File: config.mk
export PLATFORM = sky130hd
export DESIGN_NAME = midi_msg_parser
export DESIGN_NICKNAME = d
export VERILOG_FILES = /design/src/rtl/midi_msg_parser.sv
export SDC_FILE = /design/constraint.sdc
export NUM_CORES = 1
export LEC_CHECK = 0
export BUFFER_PORTS_ARGS = -buffer_cell sky130_fd_sc_hd__buf_2
export CAP_MARGIN = 20
export CORE_MARGIN = 5
export CORE_UTILIZATION = 57
export CTS_CLUSTER_DIAMETER = 30
export DETAILED_ROUTE_END_ITERATION = 8
export HOLD_SLACK_MARGIN = 0.1
export PLACE_DENSITY = 0.85
export SLEW_MARGIN = 0
export SYNTH_ARGS = -nofsm -noshare
export SYNTH_HDL_FRONTEND = slang
export SYNTH_SLANG_ARGS = --single-unit
File: constraint.sdc
create_clock -name sys_clk -period 3.9 [get_ports sys_clk]
set_input_delay 0 -clock sys_clk [delete_from_list [all_inputs] [get_ports sys_clk]]
set_output_delay 0 -clock sys_clk [all_outputs]
set_load 0.03 [all_outputs]
File: src/rtl/midi_msg_parser.sv
// MIDI byte-stream parser with running status, channel-mask filtering, realtime and SysEx reporting.
// Optional Active Sensing timeout monitor is compiled in with `define AS_TIMEOUT_EN.
module midi_msg_parser #(
  parameter int unsigned CH_MASK_W   = 16,
  parameter int unsigned SYSEX_LEN_W = 8,
  parameter int unsigned AS_TIMEOUT  = 15000000,
  parameter int unsigned AS_CNT_W    = 24
) (
  input  logic                   sys_clk,
  input  logic                   reset,
  input  logic [7:0]             byte_in,
  input  logic                   byte_valid,
  input  logic [CH_MASK_W-1:0]   ch_mask,
  output logic                   msg_valid,
  output logic [3:0]             msg_type,
  output logic [3:0]             msg_ch,
  output logic [6:0]             msg_d0,
  output logic [6:0]             msg_d1,
  output logic                   rt_valid,
  output logic [7:0]             rt_byte,
  output logic                   sysex_active,
  output logic                   sysex_data_valid,
  output logic [SYSEX_LEN_W-1:0] sysex_len,
  output logic                   sysex_done,
  output logic                   as_timeout
);

  typedef enum logic [1:0] {StIdle, StWaitD0, StWaitD1, StSysex} state_e;

  state_e     state_q;
  logic [7:0] status_q;
  logic       rs_valid_q;
  logic [6:0] d0_q;

  logic       is_rt;
  logic       one_byte;
  logic       mask_hit;
  logic       complete;
  logic [6:0] cmp_d0;
  logic [6:0] cmp_d1;

  assign is_rt    = byte_in[7:3] == 5'b11111;
  // System common is never filtered by the channel mask.
  assign mask_hit = (status_q[7:4] == 4'hF) || ch_mask[status_q[3:0]];

  always_comb begin
    one_byte = (status_q[7:4] == 4'hC) || (status_q[7:4] == 4'hD) ||
               (status_q == 8'hF1) || (status_q == 8'hF3);
  end

  always_comb begin
    complete = 1'b0;
    cmp_d0   = d0_q;
    cmp_d1   = 7'd0;
    if (byte_valid && !byte_in[7]) begin
      if (state_q == StWaitD0 && one_byte) begin
        complete = 1'b1;
        cmp_d0   = byte_in[6:0];
      end else if (state_q == StWaitD1) begin
        complete = 1'b1;
        cmp_d1   = byte_in[6:0];
      end
    end
  end

  always_ff @(posedge sys_clk) begin
    if (reset) begin
      state_q          <= StIdle;
      status_q         <= 8'd0;
      rs_valid_q       <= 1'b0;
      d0_q             <= 7'd0;
      msg_valid        <= 1'b0;
      msg_type         <= 4'd0;
      msg_ch           <= 4'd0;
      msg_d0           <= 7'd0;
      msg_d1           <= 7'd0;
      rt_valid         <= 1'b0;
      rt_byte          <= 8'd0;
      sysex_active     <= 1'b0;
      sysex_data_valid <= 1'b0;
      sysex_len        <= '0;
      sysex_done       <= 1'b0;
    end else begin
      msg_valid        <= 1'b0;
      rt_valid         <= 1'b0;
      sysex_data_valid <= 1'b0;
      sysex_done       <= 1'b0;
      if (byte_valid) begin
        if (is_rt) begin
          rt_valid <= 1'b1;
          rt_byte  <= byte_in;
        end else if (byte_in[7]) begin
          // Any non-realtime status terminates an open SysEx.
          if (state_q == StSysex) begin
            sysex_done   <= 1'b1;
            sysex_active <= 1'b0;
          end
          d0_q <= 7'd0;
          if (byte_in[7:4] != 4'hF) begin
            status_q   <= byte_in;
            rs_valid_q <= 1'b1;
            state_q    <= StWaitD0;
          end else begin
            rs_valid_q <= 1'b0;
            case (byte_in[3:0])
              4'h0: begin
                state_q      <= StSysex;
                sysex_active <= 1'b1;
                sysex_len    <= '0;
              end
              4'h1, 4'h2, 4'h3: begin
                status_q <= byte_in;
                state_q  <= StWaitD0;
              end
              4'h6: begin
                msg_valid <= 1'b1;
                msg_type  <= 4'hF;
                msg_ch    <= 4'h6;
                msg_d0    <= 7'd0;
                msg_d1    <= 7'd0;
                state_q   <= StIdle;
              end
              default: state_q <= StIdle;
            endcase
          end
        end else begin
          case (state_q)
            StWaitD0: begin
              if (!one_byte) begin
                d0_q    <= byte_in[6:0];
                state_q <= StWaitD1;
              end
            end
            StSysex: begin
              sysex_data_valid <= 1'b1;
              if (sysex_len != '1) sysex_len <= sysex_len + 1'b1;
            end
            default: ;
          endcase
          if (complete) begin
            state_q <= rs_valid_q ? StWaitD0 : StIdle;
            d0_q    <= 7'd0;
            if (mask_hit) begin
              msg_valid <= 1'b1;
              msg_type  <= status_q[7:4];
              msg_ch    <= status_q[3:0];
              msg_d0    <= cmp_d0;
              msg_d1    <= cmp_d1;
            end
          end
        end
      end
    end
  end

`ifdef AS_TIMEOUT_EN
  localparam logic [AS_CNT_W-1:0] AsLimit = AS_CNT_W'(AS_TIMEOUT - 1);

  logic [AS_CNT_W-1:0] as_cnt_q;
  logic                as_armed_q;

  always_ff @(posedge sys_clk) begin
    if (reset) begin
      as_cnt_q   <= '0;
      as_armed_q <= 1'b0;
      as_timeout <= 1'b0;
    end else if (byte_valid) begin
      as_cnt_q <= '0;
      if (byte_in == 8'hFE) begin
        as_armed_q <= 1'b1;
        as_timeout <= 1'b0;
      end
    end else if (as_armed_q) begin
      if (as_cnt_q == AsLimit) begin
        as_timeout <= 1'b1;
        as_armed_q <= 1'b0;
      end else begin
        as_cnt_q <= as_cnt_q + 1'b1;
      end
    end
  end
`else
  assign as_timeout = 1'b0;
`endif

endmodule

==> summary.txt <==
Yosys
  – Post-synth cell types: 52
  – Top cell type's share of synthesized area: 0.428
  – Post-synthesis sequential area ratio: 0.428
  – Post-Syn Area: 0.00285 sq mm
  – Synth cell count leaders: dfxtp_1, nand2_1, nor2_1
  – Top-count cell post-synth: dfxtp_1
  – Synth Flop Type: dfxtp_1
  – Leading area contributor after synthesis: dfxtp_1
  – Synthesized instance count: 312
  – Synthesized area per cell: 9.15 sq um
  – Warnings from Yosys: 0
  – EDFF count, synth: 0
  – Syn_nets: 340
  – Area contributors post-synth: dfxtp_1, mux2i_1, nand2_1, nor2_1, a21oi_1
  – #FFs+latches synth: 61
  – Async set-or-reset flop fraction in the synthesized netlist: 0

Global route
  – Largest net degree at the start of global routing: 31
  – Total track usage: 0.231
  – Number of global-route vias before repair: 2488
  – Initial antenna violation count: 0
  – Global-route wire length before repair: 11600 um
  – Grt ovf: 0

STA
  – Setup TNS: 0 ns
  – Final period utilization: 0.630
  – Final hold viol count: 0
  – Tmin final: 2.46 ns
  – Actual slew at the worst max-slew pin: 0.858 ns
  – RSZ-0062 raised after global routing: false
  – Headroom to the max-slew limit: 0.423
  – Fmax: 407 MHz
  – PnR worst setup slack: 1.44 ns
  – Fin Clk Skew: 0.00587 ns
  – Setup violators final: 0
  – Max Transition Viols Final: 0

Floorplanning
  – # IOs: 71
  – Core Box Area: 0.00479 sq mm
  – Rows: 25
  – Die width: 80.8 um
  – Die area: 0.00652 sq mm
  – Starting Density: 0.596
  – Die Ht: 80.8 um

Detailed routing
  – Initial DRC Count: 180
  – DRT Pass-1 Iters: 4
  – Residual DRC: 0
  – Remaining antenna violation count: 0
  – Vias after detailed routing: 2525
  – Detailed Route WL: 7000 um
  – WL/cell: 15.5 um
  – Drt via density: 5.61

Clock network
  – Htree depth: 3
  – Num CTS Buffers: 9
  – CTS tree: done
  – Cts repair resizes: 0
  – Clk slew on worst S/H paths: 0.07 ns
  – Clk_lat worst skew: 0.34 ns
  – Root Buffer: clkbuf_8
  – Longest Clk Path Bufs: 2
  – Clock sink count: 61
  – Post-CTS Setup Inserts: 0

Worst setup path
  – Worst EP required: 4.16 ns
  – Max Fanout on Critical Path: 14
  – CP Launch Type: flip-flop
  – Critical Path AT: 2.72 ns
  – Crit path from: status_q[0]$_SDFFE_PP0P_
  – Crit. End Element: flip-flop
  – Critical setup path kind: reg -> reg
  – Reg2reg start: status_q[0]$_SDFFE_PP0P_

Power and ir drop
  – Logic pwr share: 0.080
  – Internal Dissipation: 0.00107 W
  – Flop pwr share: 0.465
  – Switch Pwr: 0.000320 W
  – Clock group share of total power: 0.455
  – Switching share of power: 0.230
  – P_leak: 1.47 nW
  – Pwr per Cell Area: 400 mW/mm^2
  – VDD IR max: 0.266 mV

Placed design
  – RD Place Congestion: 0.898
  – Placement Setup Slack: 1.45 ns
  – Dpl cell area: 0.00316 sq mm
  – Detailed Place HPWL: 4690 um
  – PortBufs: 69

Outcome
  – Status: completed

Min path
  – Hold Crit Class: in -> reg
  – Hold path start: reset

Layout
  – NumNets Final: 406
  – Design Area, Final: 0.00348 sq mm
  – P&R area growth vs syn: 21.8%
  – Fin util: 0.727
  – Layout cell share with drive strength beyond 1: 0.264
  – # diodes: 0

Job
  – MaxCap Viol Count: 0
power groups by stage:
stage	clock, W	sequential, W	combinational, W
5_1_grt	0.000670	0.000648	0.000121
3_5_place_dp	0	0.000661	0.000103
6_report	0.000633	0.000647	0.000111
3_3_place_gp	0	0.000660	0.000102
4_1_cts	0.000641	0.000646	0.000110
2_1_floorplan	0	0.000657	0.0000760
cell type report:
type                    instances  area (sq um)
well taps                      67          83.8
repair buffers                 78           433
inverters                       6          22.5
clock buffers                  12           155
clock inverters                 4          70.1
flip-flops and latches         61          1220
fillers                       387          1310
multi-input cells             222          1490
cell usage in the layout (no fill, tap or decap), types with 6 or more instances in the layout:
master and count:
o221a_1 7, or3b_2 6, nand2_1 50, a21o_1 10, a22o_1 8, nand2b_1 6, mux2i_1 20, buf_2 69
dfxtp_1 61, dlygate4sd3_1 8, a21oi_1 16, nor2_1 29, nand3_1 10, clkbuf_8 11
state kept, by name, summed over array words and instances, names as in the netlist:
signal and count:
d0_q 7, msg_ch 4, msg_d0 7, msg_d1 7
msg_type 4, msg_valid 1, rs_valid_q 1, rt_byte 8
rt_valid 1, state_q 2, status_q 8, sysex_active 1
sysex_data_valid 1, sysex_done 1, sysex_len 8
worst max-delay path, cell delays in order, from the launching register on:
cell      delay (ns)
dfxtp_1         0.53
mux4_2          0.55
a22o_1          0.25
a41o_1          0.25
o221ai_4        0.52
mux2i_1         0.28
cells by family after synthesis:
logic type,synth area share
AO/OA/AOI/OAI,0.193
XOR/XNOR,0.0184
adder cells (fa/ha/maj),0.00438
buffers and inverters,0.0495
flip-flops,0.428
multiplexers,0.102
other,0.00131
AND/OR/NAND/NOR,0.204
layer usage:
metal	up-vias	global-route usage	wire [um]
met5	-	0	0
met4	0	0.117	162
met3	16	0.0466	558
met2	98	0.378	3310
met1	1162	0.289	2970
li1	1249	-	-
what timing repair did:
item	CTS	global route
hold buffers	8	0
endpoints found under the hold margin	25	0
endpoints found under the setup margin	0	0
path summary, 6_finish.rpt:
| path | endpoint | slack, ns | depth (start not counted) |
|---|---|---|---|
| worst max-delay path | msg_d0[2]$_SDFFE_PP0P_ | 1.44 | 5 |
| worst min register to register | msg_d1[2]$_SDFFE_PP0P_ | 0.46 | 2 |
| worst min-delay path | rt_byte[1]$_SDFFE_PP0P_ | 0.14 | 2 |
| worst max register to register | msg_d0[2]$_SDFFE_PP0P_ | 1.44 | 5 |
per-stage QoR:
stage	instances	power, W	hold slack [ns]
floorplan	312	0.000733	0.133
global placement	425	0.000762	0.319
detailed placement	425	0.000764	0.336
CTS	449	0.00140	0.125
global route	450	0.00144	0.155
finish	450	0.00139	0.142
Power figures use the tool's default switching activity.
